$ cat config.mk
export PLATFORM = sky130hd
export DESIGN_NAME = uart_bus_master_flat
export DESIGN_NICKNAME = d
export VERILOG_FILES = /design/src/rtl/uart_bus_master_pkg.sv /design/src/rtl/uart_bus_master_if.sv /design/src/rtl/uart_bus_master.sv /design/src/flat_wrapper.sv
export SDC_FILE = /design/constraint.sdc
export NUM_CORES = 1
export LEC_CHECK = 0
export CAP_MARGIN = 20
export CORE_MARGIN = 1
export CORE_UTILIZATION = 53
export DETAILED_ROUTE_END_ITERATION = 12
export GPL_ROUTABILITY_DRIVEN = 0
export MAX_ROUTING_LAYER = met4
export PLACE_DENSITY_LB_ADDON = 0.12
export SLEW_MARGIN = 20
export SYNTH_ARGS = -nofsm -noshare
export SYNTH_HDL_FRONTEND = slang
export SYNTH_SLANG_ARGS = --single-unit
$ cat constraint.sdc
create_clock -name clk -period 7.8 [get_ports clk]
set_input_delay 1.95 -clock clk [delete_from_list [all_inputs] [get_ports clk]]
set_output_delay 1.95 -clock clk [all_outputs]
set_load 0.05 [all_outputs]
$ cat src/rtl/uart_bus_master_pkg.sv
// Shared command codes, reply bytes and FSM state type for the UART debug bus master.
package uart_bus_master_pkg;

    localparam logic [7:0] CMD_PING  = 8'h50;
    localparam logic [7:0] CMD_READ  = 8'h52;
    localparam logic [7:0] CMD_WRITE = 8'h57;
    localparam logic [7:0] ACK       = 8'h06;
    localparam logic [7:0] NAK       = 8'h15;

    typedef enum logic [2:0] {
        ST_IDLE,
        ST_ADDR,
        ST_DATA,
        ST_REQ,
        ST_BUS,
        ST_RESP
    } state_t;

    function automatic logic [7:0] byte_sel(input logic [31:0] word, input logic [1:0] idx);
        logic [7:0] b;
        case (idx)
            2'd0:    b = word[7:0];
            2'd1:    b = word[15:8];
            2'd2:    b = word[23:16];
            default: b = word[31:24];
        endcase
        return b;
    endfunction

endpackage

$ cat src/rtl/uart_bus_master_if.sv
// Byte-stream (rx/tx), arbiter and valid/ready memory bus signals of the UART bus master.
interface uart_bus_master_if;
    logic [7:0]  rx_data;
    logic        rx_valid;
    logic [7:0]  tx_data;
    logic        tx_valid;
    logic        tx_ready;
    logic        bus_req;
    logic        bus_gnt;
    logic        mem_valid;
    logic        mem_ready;
    logic [31:0] mem_addr;
    logic [31:0] mem_wdata;
    logic [3:0]  mem_wstrb;
    logic [31:0] mem_rdata;
    logic        busy;

    modport master (
        input  rx_data, rx_valid, tx_ready, bus_gnt, mem_ready, mem_rdata,
        output tx_data, tx_valid, bus_req, mem_valid, mem_addr, mem_wdata, mem_wstrb, busy
    );

    modport slave (
        output rx_data, rx_valid, tx_ready, bus_gnt, mem_ready, mem_rdata,
        input  tx_data, tx_valid, bus_req, mem_valid, mem_addr, mem_wdata, mem_wstrb, busy
    );
endinterface

$ cat src/rtl/uart_bus_master.sv
// Host debug/loader bridge: decodes P/R/W byte commands and issues single-word bus
// transactions as a second initiator behind the req/gnt arbiter, replying over tx.
module uart_bus_master
    import uart_bus_master_pkg::*;
#(
    parameter logic [31:0] BYTE_TIMEOUT = 32'd1_000_000,
    parameter logic [15:0] BUS_TIMEOUT  = 16'd4095
) (
    input  logic                clk,
    input  logic                rst,
    uart_bus_master_if.master   io
);

    state_t      state_q, state_d;
    logic        is_write_q;
    logic [1:0]  idx_q;
    logic [31:2] addr_q;
    logic [31:0] wdata_q;
    logic [31:0] resp_q;
    logic [1:0]  resp_last_q;
    logic [1:0]  resp_idx_q;
    logic [31:0] byte_tmr_q;
    logic [15:0] bus_tmr_q;

    logic byte_to;
    logic bus_to;
    logic in_field;

    assign in_field = (state_q == ST_ADDR) || (state_q == ST_DATA);
    assign byte_to  = (byte_tmr_q == BYTE_TIMEOUT - 32'd1);
    assign bus_to   = (bus_tmr_q == BUS_TIMEOUT - 16'd1);

    always_comb begin
        state_d = state_q;
        case (state_q)
            ST_IDLE: begin
                if (io.rx_valid) begin
                    if (io.rx_data == CMD_READ || io.rx_data == CMD_WRITE)
                        state_d = ST_ADDR;
                    else
                        state_d = ST_RESP;
                end
            end
            ST_ADDR: begin
                if (io.rx_valid) begin
                    if (idx_q == 2'd3)
                        state_d = is_write_q ? ST_DATA : ST_REQ;
                end else if (byte_to) begin
                    state_d = ST_IDLE;
                end
            end
            ST_DATA: begin
                if (io.rx_valid) begin
                    if (idx_q == 2'd3)
                        state_d = ST_REQ;
                end else if (byte_to) begin
                    state_d = ST_IDLE;
                end
            end
            ST_REQ: begin
                if (io.bus_gnt)
                    state_d = ST_BUS;
            end
            ST_BUS: begin
                if (io.mem_ready || bus_to)
                    state_d = ST_RESP;
            end
            ST_RESP: begin
                if (io.tx_ready && resp_idx_q == resp_last_q)
                    state_d = ST_IDLE;
            end
            default: state_d = ST_IDLE;
        endcase
    end

    always_ff @(posedge clk or posedge rst) begin
        if (rst) begin
            state_q     <= ST_IDLE;
            is_write_q  <= 1'b0;
            idx_q       <= 2'd0;
            addr_q      <= '0;
            wdata_q     <= '0;
            resp_q      <= '0;
            resp_last_q <= 2'd0;
            resp_idx_q  <= 2'd0;
            byte_tmr_q  <= '0;
            bus_tmr_q   <= '0;
        end else begin
            state_q <= state_d;

            // Inter-byte silence is only timed while a command field is partially received.
            if (io.rx_valid || !in_field)
                byte_tmr_q <= '0;
            else
                byte_tmr_q <= byte_tmr_q + 32'd1;

            case (state_q)
                ST_IDLE: begin
                    idx_q      <= 2'd0;
                    resp_idx_q <= 2'd0;
                    if (io.rx_valid) begin
                        is_write_q  <= (io.rx_data == CMD_WRITE);
                        resp_last_q <= 2'd0;
                        if (io.rx_data == CMD_PING)
                            resp_q <= {24'h0, ACK};
                        else
                            resp_q <= {24'h0, NAK};
                    end
                end
                ST_ADDR: begin
                    // Little-endian: each byte enters at the top and the word shifts down.
                    if (io.rx_valid) begin
                        addr_q <= {io.rx_data, addr_q[31:10]};
                        idx_q  <= idx_q + 2'd1;
                    end
                end
                ST_DATA: begin
                    if (io.rx_valid) begin
                        wdata_q <= {io.rx_data, wdata_q[31:8]};
                        idx_q   <= idx_q + 2'd1;
                    end
                end
                ST_REQ: begin
                    bus_tmr_q <= '0;
                end
                ST_BUS: begin
                    bus_tmr_q <= bus_tmr_q + 16'd1;
                    if (io.mem_ready) begin
                        resp_q      <= is_write_q ? {24'h0, ACK} : io.mem_rdata;
                        resp_last_q <= is_write_q ? 2'd0 : 2'd3;
                    end else if (bus_to) begin
                        resp_q      <= {24'h0, NAK};
                        resp_last_q <= 2'd0;
                    end
                end
                ST_RESP: begin
                    if (io.tx_ready) begin
                        if (resp_idx_q == resp_last_q)
                            resp_idx_q <= 2'd0;
                        else
                            resp_idx_q <= resp_idx_q + 2'd1;
                    end
                end
                default: begin
                    idx_q <= 2'd0;
                end
            endcase
        end
    end

    // Outputs decode straight from registered state so they drop with the async reset.
    always_comb begin
        io.busy      = (state_q != ST_IDLE);
        io.bus_req   = (state_q == ST_REQ) || (state_q == ST_BUS);
        io.mem_valid = (state_q == ST_BUS);
        io.mem_addr  = {addr_q, 2'b00};
        io.mem_wdata = wdata_q;
        io.mem_wstrb = ((state_q == ST_BUS) && is_write_q) ? 4'hF : 4'h0;
        io.tx_valid  = (state_q == ST_RESP);
        io.tx_data   = (state_q == ST_RESP) ? byte_sel(resp_q, resp_idx_q) : 8'h00;
    end

endmodule

$ cat src/flat_wrapper.sv
// flat-port wrapper written by rule: the top's interface ports become plain ports
module uart_bus_master_flat import uart_bus_master_pkg::*;
#(
    parameter logic [31:0] BYTE_TIMEOUT = 32'd1_000_000,
    parameter logic [15:0] BUS_TIMEOUT  = 16'd4095
)
  (clk, rst, io_rx_data, io_rx_valid, io_tx_ready, io_bus_gnt, io_mem_ready, io_mem_rdata, io_tx_data, io_tx_valid, io_bus_req, io_mem_valid, io_mem_addr, io_mem_wdata, io_mem_wstrb, io_busy);
  uart_bus_master_if io_i ();
  input  logic clk;
  input  logic rst;
  input wire logic [$bits(io_i.rx_data)-1:0] io_rx_data;
  input wire logic [$bits(io_i.rx_valid)-1:0] io_rx_valid;
  input wire logic [$bits(io_i.tx_ready)-1:0] io_tx_ready;
  input wire logic [$bits(io_i.bus_gnt)-1:0] io_bus_gnt;
  input wire logic [$bits(io_i.mem_ready)-1:0] io_mem_ready;
  input wire logic [$bits(io_i.mem_rdata)-1:0] io_mem_rdata;
  output wire logic [$bits(io_i.tx_data)-1:0] io_tx_data;
  output wire logic [$bits(io_i.tx_valid)-1:0] io_tx_valid;
  output wire logic [$bits(io_i.bus_req)-1:0] io_bus_req;
  output wire logic [$bits(io_i.mem_valid)-1:0] io_mem_valid;
  output wire logic [$bits(io_i.mem_addr)-1:0] io_mem_addr;
  output wire logic [$bits(io_i.mem_wdata)-1:0] io_mem_wdata;
  output wire logic [$bits(io_i.mem_wstrb)-1:0] io_mem_wstrb;
  output wire logic [$bits(io_i.busy)-1:0] io_busy;
  assign io_i.rx_data = io_rx_data;
  assign io_i.rx_valid = io_rx_valid;
  assign io_i.tx_ready = io_tx_ready;
  assign io_i.bus_gnt = io_bus_gnt;
  assign io_i.mem_ready = io_mem_ready;
  assign io_i.mem_rdata = io_mem_rdata;
  assign io_tx_data = io_i.tx_data;
  assign io_tx_valid = io_i.tx_valid;
  assign io_bus_req = io_i.bus_req;
  assign io_mem_valid = io_i.mem_valid;
  assign io_mem_addr = io_i.mem_addr;
  assign io_mem_wdata = io_i.mem_wdata;
  assign io_mem_wstrb = io_i.mem_wstrb;
  assign io_busy = io_i.busy;
  uart_bus_master #(.BYTE_TIMEOUT(BYTE_TIMEOUT), .BUS_TIMEOUT(BUS_TIMEOUT)) u_core (.clk(clk), .rst(rst), .io(io_i));
endmodule
==> results of run 1 <==
[through the flow]
step / utilization (%) / hold WS (ns)
2_1_floorplan: - / 0.4436
3_3_place_gp: 64.91 / 0.4640
4_1_cts: 69.74 / 0.4806
3_5_place_dp: 64.91 / 0.4699
5_1_grt: 69.75 / 0.4919
6_report: 69.75 / 0.4852
[where the power goes]
part           switching (mW)  internal [mW]  total [mW]
clock                   0.332          0.515       0.847
sequential              0.164          0.978        1.14
combinational           0.817          0.495        1.31
[cell families (layout without fill, tap and decap cells)]
logic type | count (synthesis) | after routing | share of synthesized area, %
buffers and inverters | 51 | 175 | 3.438
AOI/OAI and AO/OA | 112 | 112 | 11.90
adders and majority gates | 8 | 8 | 1.455
DFF | 151 | 151 | 54.94
xor gates and xnor gates | 28 | 28 | 3.566
muxes | 63 | 63 | 10.30
other | 1 | 2 | 0.05452
and+or+nand+nor | 190 | 190 | 14.35
[worst register-to-register path, stage by stage (launching register included)]
cell,delay [ns]
dfrtp_1,0.56
or3b_4,0.55
nor2_1,0.19
and2_2,0.54
a22oi_1,0.19
[worst paths after layout]
kind / slack [ns] / to / from
worst max register to register: 5.60 / u_core.resp_q[2] / u_core.state_q[1]
min in group asynchronous: 2.04 / u_core.resp_q[7] / rst
worst max-delay path: 3.04 / io_bus_req / u_core.state_q[1]
worst min-delay path: 0.49 / u_core.bus_tmr_q[15] / u_core.bus_tmr_q[15]
worst min register to register: 0.49 / u_core.bus_tmr_q[15] / u_core.bus_tmr_q[15]
max in group asynchronous: 4.47 / u_core.io.mem_wdata[0] / rst
[sequential cells by signal, indices dropped and copies added (netlist names)]
register,flops
u_core.state_q,3
u_core.idx_q,2
u_core.addr_q,30
u_core.resp_idx_q,2
u_core.byte_tmr_q,32
u_core.io.mem_wdata,32
u_core.resp_q,32
u_core.bus_tmr_q,16
u_core.resp_last_q,1
u_core.is_write_q,1
[layer usage]
metal	global-route usage, %	vias up	part of all wire [%]
li1	-	2410	-
met1	32.34	2500	46
met2	39.01	125	49
met3	5.649	11	4.5
met4	5.897	0	0.79
met5	-	-	0
[cell type report]
type	count	area share, %
Sequential cell	151	42.93
Tap cell	172	2.445
Clock inverter	14	1.933
Multi-Input combinational cell	403	32.64
Timing Repair Buffer	127	14.33
Clock buffer	18	4.989
Inverter	16	0.7392
[cells in the mapped netlist (12+ instances only)]
master,n
nand2_1,35
inv_1,15
clkbuf_1,15
a21oi_1,17
mux2_2,62
xor2_1,13
xnor2_1,15
nor3_1,12
o21ai_0,25
nand3_1,16
dfrtp_1,151
nor2_1,59
nand4_1,17
a22o_1,28
==> impl_metrics.tcl, run 1 <==
set metrics [dict create \
    status "complete, no violations" \
    worst_slack_ns 3.041 \
    critPathBufInv 3 \
    cp_top_family "buffers and inverters" \
    reg2regPathDepth 4 \
    start_util_pct 54.50 \
    area_growth_pct 27.98 \
    dr_total_vias 5046 \
    synth_warnings 0 \
    postSynth.asyncResetShare_pct 100.0 \
    synthFlopType "dfrtp_1" \
    clock_path_buffers 2 \
    leakage_nw 3.747 \
    post_cts_buffers 0 \
    fp.dieArea_mm2 0.01344 \
    finalCritPeriodShare_pct 61.02 \
    dp_cells 869 \
    layout_min_cycle_time_ns 4.759 \
    fmax_ghz 0.2101 \
    place_area_mm2 0.008192 \
    row_count 41 \
    crit_cells 5 \
    overflow 0 \
    path_class "reg -> out" \
    slowest_stage "clkdlybuf4s50_1" \
    antenna_found_initial 0 \
    fill_cells 925 \
    power_mw 3.302 \
    worst_pin_slew_ns 1.022 \
    cts.clk_slew.worst_paths_ns 0.06 \
    crit_chain "or3b_4 > clkinv_1 > nor2_1 > inv_1 > clkdlybuf4s50_1" \
    powerDensity_mw_per_mm2 375.1 \
    antenna_left 0 \
    drt_iter0_markers 450 \
    arrival_ns 2.81 \
    grt_usage_pct 24.66 \
    cts.sinks 151 \
    cts-root-buf "clkbuf_16" \
    routedWlPerCell_um 17.04 \
    critPathLaunchType "flop" \
    relSlewSlack_pct 31.85 \
    fp.dieW_um 115.9 \
    synth_edf_count 0 \
    rsz0062_at_grt "no" \
    cts-resized-gates 0 \
    pre_cts_ws_ns 3.521 \
    h-tree-depth 4 \
    yosysSeqAreaShare_pct 54.94 \
    layout_commonest_cell "dfrtp_1" \
    cts_buffers 17 \
    insertedDiodeCount 0 \
    cts_tree "built" \
    maxCapViolations 0 \
    drive_gt1_share_pct 15.23 \
    layout.cells.non_filler 901 \
    grt_max_degree 86 \
    worst_clock_skew_ns 0.006608 \
    hp-class "reg -> reg" \
    grt_pass1_wl_mm 24.75 \
    hold_violations 0 \
    vias_per_cell 5.600 \
    netlist_instances 604 \
    core_mm2 0.01262 \
    die_y_um 115.9 \
    cp_max_fo 19 \
    yosys.area.top_type "dfrtp_1" \
    mostFrequentLayoutCells "dfrtp_1, clkdlybuf4s50_1, mux2_2" \
    drc_errors 0 \
    regArea_mm2 0.003779 \
    syn_area_per_cell_um2 11.39 \
    nets 770 \
    ys_seq_elements 151 \
    holdBufCountCts 0 \
    report.final.slew_viol_count 0 \
    cp.required_ns 5.85 \
    peakVddDrop_v 0.0002328 \
    firstDrtPassIters 6 \
    io_buffers 123 \
    synth.area.top_cells "dfrtp_1, mux2_2, a22o_1" \
    pin_count 126 \
    final_area_mm2 0.008802 \
    critPathCaptureType "output port" \
    synth_area_mm2 0.006878 \
    setup_tns_ns 0 \
    grt_pass1_vias 4954 \
    synth_top_area_share_pct 54.94 \
    multi_input_area_mm2 0.002873 \
    setup_viol 0 \
    hold_depth 1 \
    dp_hpwl_mm 10.41 \
    clkLatencyLatePin_ns 0.42 \
    wl_mm 15.35 \
    max_stage_delay_ns 0.71 \
    yosysUniqueCellTypes 53 \
]
Power figures use the tool's default switching activity.
==> run 2: changes to the inputs <==
- clock period: 7.8 -> 4.6 ns (I/O delays scaled with it)
==> impl_metrics.tcl, run 2 (synthesis results as in run 1) <==
set metrics [dict create \
    cp.required_ns 3.45 \
    fin_hold_ws_ns 0.4795 \
    arrival_ns 2.77 \
    area_growth_pct 27.23 \
    fp.dieArea_mm2 0.01344 \
    cts-resized-gates 0 \
    path_class "reg -> out" \
    cts-root-buf "clkbuf_16" \
    relSlewSlack_pct 30.50 \
    critPathLaunchType "flop" \
    utilization_pct 69.34 \
    worst_pin_slew_ns 1.042 \
    hold_violations 0 \
    h-tree-depth 4 \
    cts_tree "built" \
    setup_tns_ns 0 \
    grt_pass1_wl_mm 24.21 \
    r2r_slack_ns 2.08 \
    critPathCaptureType "output port" \
    firstDrtPassIters 8 \
    mostFrequentLayoutCells "dfrtp_1, clkdlybuf4s50_1, mux2_2" \
    start_util_pct 54.50 \
    cts.sinks 151 \
    dr_total_vias 5056 \
    report.final.slew_viol_count 0 \
    die_y_um 115.9 \
    vias_per_cell 5.605 \
    core_mm2 0.01262 \
    status "complete, no violations" \
    final_area_mm2 0.008751 \
    powerDensity_mw_per_mm2 621.3 \
    post_cts_buffers 0 \
    rsz0062_at_grt "no" \
    grt_pass1_vias 4839 \
    place_area_mm2 0.008210 \
    worst_clock_skew_ns 0.01074 \
    grt_max_degree 106 \
    wl_mm 14.83 \
    layout.cells.non_filler 902 \
    pin_count 126 \
    io_buffers 123 \
    layout_commonest_cell "dfrtp_1" \
    leakage_nw 3.700 \
    maxCapViolations 0 \
    drt_iter0_markers 354 \
    grt_usage_pct 24.09 \
    overflow 0 \
    dp_hpwl_mm 10.13 \
    fmax_ghz 0.2550 \
    antenna_found_initial 0 \
    row_count 41 \
    drive_gt1_share_pct 14.66 \
    clkLatencyLatePin_ns 0.42 \
    fp.dieW_um 115.9 \
    cp_max_fo 19 \
    hp-class "reg -> reg" \
    clock_path_buffers 2 \
    routedWlPerCell_um 16.44 \
    nets 771 \
    cts.clk_slew.worst_paths_ns 0.06 \
    layout_min_cycle_time_ns 3.921 \
    setup_viol 0 \
    finalCritPeriodShare_pct 85.24 \
    holdBufCountCts 0 \
    cts_buffers 17 \
    dp_cells 870 \
    insertedDiodeCount 0 \
    fill_cells 956 \
    antenna_left 0 \
    drc_errors 0 \
    peakVddDrop_v 0.0003292 \
]
-- run 2: cell types whose count changed in the layout (fill, tap and decap cells not counted), moves of 2 or more --
cell	previous run	this run
clkbuf_1	0	4
clkinvlp_4	1	6
bufinv_16	3	1
inv_6	6	2
-- run 2: per-layer routing --
metal	part of all wire (%)	track usage, %	vias to the layer above
li1	-	-	2419
met1	47	32.65	2496
met2	48	36.27	127
met3	4.3	5.387	14
met4	1.1	7.350	0
met5	0	-	-
-- run 2: final cells by class --
class / count / area, um^2 / share of cell area (%)
multi-input combinational: 403 / 2872 / 32.81
inverter: 16 / 63.81 / 0.7292
clock inverter: 11 / 100.1 / 1.144
timing repair buffer: 128 / 1281 / 14.64
clock buffer: 21 / 440.4 / 5.033
sequential: 151 / 3779 / 43.18
tap: 172 / 215.2 / 2.459
-- run 2: worst max-delay path, stage by stage, from the launching register on --
cell	delay (ns)
dfrtp_1	0.67
or3b_4	0.34
clkinv_1	0.26
nor2_1	0.30
inv_1	0.08
clkdlybuf4s50_1	0.71
-- run 2: worst paths after layout --
| check | cells past startpoint | start | endpoint |
|---|---|---|---|
| worst max-delay path | 5 | u_core.state_q[1] | io_bus_req |
| worst min-delay path | 1 | u_core.byte_tmr_q[0] | u_core.byte_tmr_q[0] |
| worst max register to register | 4 | u_core.state_q[1] | u_core.resp_q[2] |
| worst min register to register | 1 | u_core.byte_tmr_q[0] | u_core.byte_tmr_q[0] |
| max in group asynchronous | 3 | rst | u_core.is_write_q |
| min in group asynchronous | 2 | rst | u_core.resp_q[15] |
-- run 2: through the flow --
stage                     setup slack, ns  power (mW)
after global placement              1.209       4.111
after CTS                          0.6777       5.470
final                              0.6787       5.437
after global routing               0.4545       5.714
after detailed placement            1.141       4.168
after floorplan                     1.411       3.453
-- run 2: where the power goes --
part / leakage [nW] / switching, mW / internal, mW
registers: 1.99 / 0.276 / 1.66
logic: 1.46 / 1.38 / 0.841
clock network: 0.250 / 0.542 / 0.743
==> run 3: changes to the inputs <==
- CELL_PAD_IN_SITES_DETAIL_PLACEMENT: not set -> 1
- CELL_PAD_IN_SITES_GLOBAL_PLACEMENT: not set -> 1
- CORE_UTILIZATION: 53 -> 41
- SETUP_SLACK_MARGIN: not set -> 0.3
- TNS_END_PERCENT: not set -> 5
==> impl_metrics.tcl, run 3 (synthesis results as in run 1) <==
set metrics [dict create \
    h-tree-depth 4 \
    cts.clk_slew.worst_paths_ns 0.07 \
    setup.worst_path.start "u_core.state_q[1]" \
    rsz0062_at_grt "no" \
    core_mm2 0.01612 \
    leakage_nw 3.748 \
    utilization_pct 55.26 \
    dp_hpwl_mm 12.20 \
    antenna_found_initial 1 \
    cts-root-buf "clkbuf_16" \
    hold_path_startpoint "u_core.byte_tmr_q[0]" \
    relSlewSlack_pct 37.34 \
    r2r_slack_ns 2.32 \
    wl_mm 17.90 \
    powerDensity_mw_per_mm2 638.1 \
    hold_depth 1 \
    worstReg2RegStart "u_core.byte_tmr_q[2]" \
    drt_iter0_markers 209 \
    worst_clock_skew_ns 0.006494 \
    vias_per_cell 5.509 \
    grt_usage_pct 22.57 \
    layout_commonest_cell "dfrtp_1" \
    firstDrtPassIters 5 \
    worst_pin_slew_ns 0.9380 \
    pin_count 126 \
    cts_buffers 17 \
    critPathCaptureType "output port" \
    cp.required_ns 3.45 \
    drc_errors 0 \
    start_util_pct 42.68 \
    drive_gt1_share_pct 15.48 \
    cp_max_fo 19 \
    clkLatencyLatePin_ns 0.43 \
    area_growth_pct 29.47 \
    row_count 46 \
    peakVddDrop_v 0.0002881 \
    grt_pass1_vias 5570 \
    grt_pass1_wl_mm 30.10 \
    status "complete, no violations" \
    antenna_left 0 \
    holdBufCountCts 0 \
    nets 771 \
    fp.dieArea_mm2 0.01730 \
    cts-resized-gates 0 \
    io_buffers 123 \
    layout_min_cycle_time_ns 4.055 \
    dr_total_vias 5217 \
    report.final.slew_viol_count 0 \
    reg2reg_to "u_core.byte_tmr_q[20]" \
    clock_path_buffers 2 \
    critPathLaunchType "flop" \
    fp.dieW_um 131.5 \
    hp-class "reg -> reg" \
    dp_cells 914 \
    die_y_um 131.5 \
    setup_viol 0 \
    hold_violations 0 \
    path_class "reg -> out" \
    post_cts_buffers 0 \
    whs_endpoint "u_core.byte_tmr_q[0]" \
    grt_max_degree 59 \
    cts.sinks 151 \
    overflow 0 \
    fill_cells 1690 \
    mostFrequentLayoutCells "dfrtp_1, clkdlybuf4s50_1, mux2_2" \
    arrival_ns 2.91 \
    fmax_ghz 0.2466 \
    layout.cells.non_filler 947 \
    routedWlPerCell_um 18.90 \
    reg2regPathDepth 5 \
    cts_tree "built" \
    setup_tns_ns 0 \
    maxCapViolations 0 \
    finalCritPeriodShare_pct 88.15 \
]
-- run 3: changes by cell type in the layout (fill, tap and decap cells not counted), sizes merged --
cell,previous run,this run
bufinv,1,3
clkbuf,21,19
clkinv,4,3
clkinvlp,6,5
diode,0,1
inv,16,18
-- run 3: layer usage --
layer  global-route usage (%)  part of all wire [%]  wire [um]
met2                    37.21                    50       9007
met4                    5.943                   1.3        226
met5                        -                     0          0
met1                    27.68                    44       7908
met3                    5.440                   4.2        759
-- run 3: worst max-delay path by stage --
stage / endpoint / slack [ns]
after global placement: io_mem_wstrb[2] / 1.20
final: io_bus_req / 0.54
after CTS: io_bus_req / 0.56
after global routing: io_bus_req / 0.33
after floorplan: io_mem_wstrb[1] / 1.41
after detailed placement: io_bus_req / 1.02
-- run 3: through the flow --
stage | power [mW] | area (um^2) | hold slack [ns] | setup slack [ns]
6_report | 5.682 | 8905 | 0.4818 | 0.5450
5_1_grt | 5.950 | 8905 | 0.5059 | 0.3342
4_1_cts | 5.738 | 8900 | 0.4874 | 0.5598
3_5_place_dp | 4.228 | 8278 | 0.4784 | 1.025
3_3_place_gp | 4.146 | 8278 | 0.4674 | 1.200
2_1_floorplan | 3.453 | 6885 | 0.4436 | 1.411
-- run 3: critical path: stages, from the launching register on --
cell	delay, ns
dfrtp_1	0.69
or3b_4	0.34
clkinv_1	0.29
nor2_1	0.34
inv_1	0.10
clkdlybuf4s50_1	0.71
-- run 3: cell type report --
class	instances	area [um^2]	area share [%]
antenna	1	2.502	0.02810
tap	216	270.3	3.035
clock buffer	19	452.9	5.086
timing repair buffer	128	1294	14.53
multi-input combinational	403	2874	32.27
inverter	16	63.81	0.7166
sequential	151	3779	42.43
clock inverter	13	168.9	1.897
-- run 3: where the power goes --
group | internal, mW | switching (mW) | total (mW)
clock network | 0.889 | 0.574 | 1.46
logic | 0.846 | 1.42 | 2.27
registers | 1.66 | 0.295 | 1.95
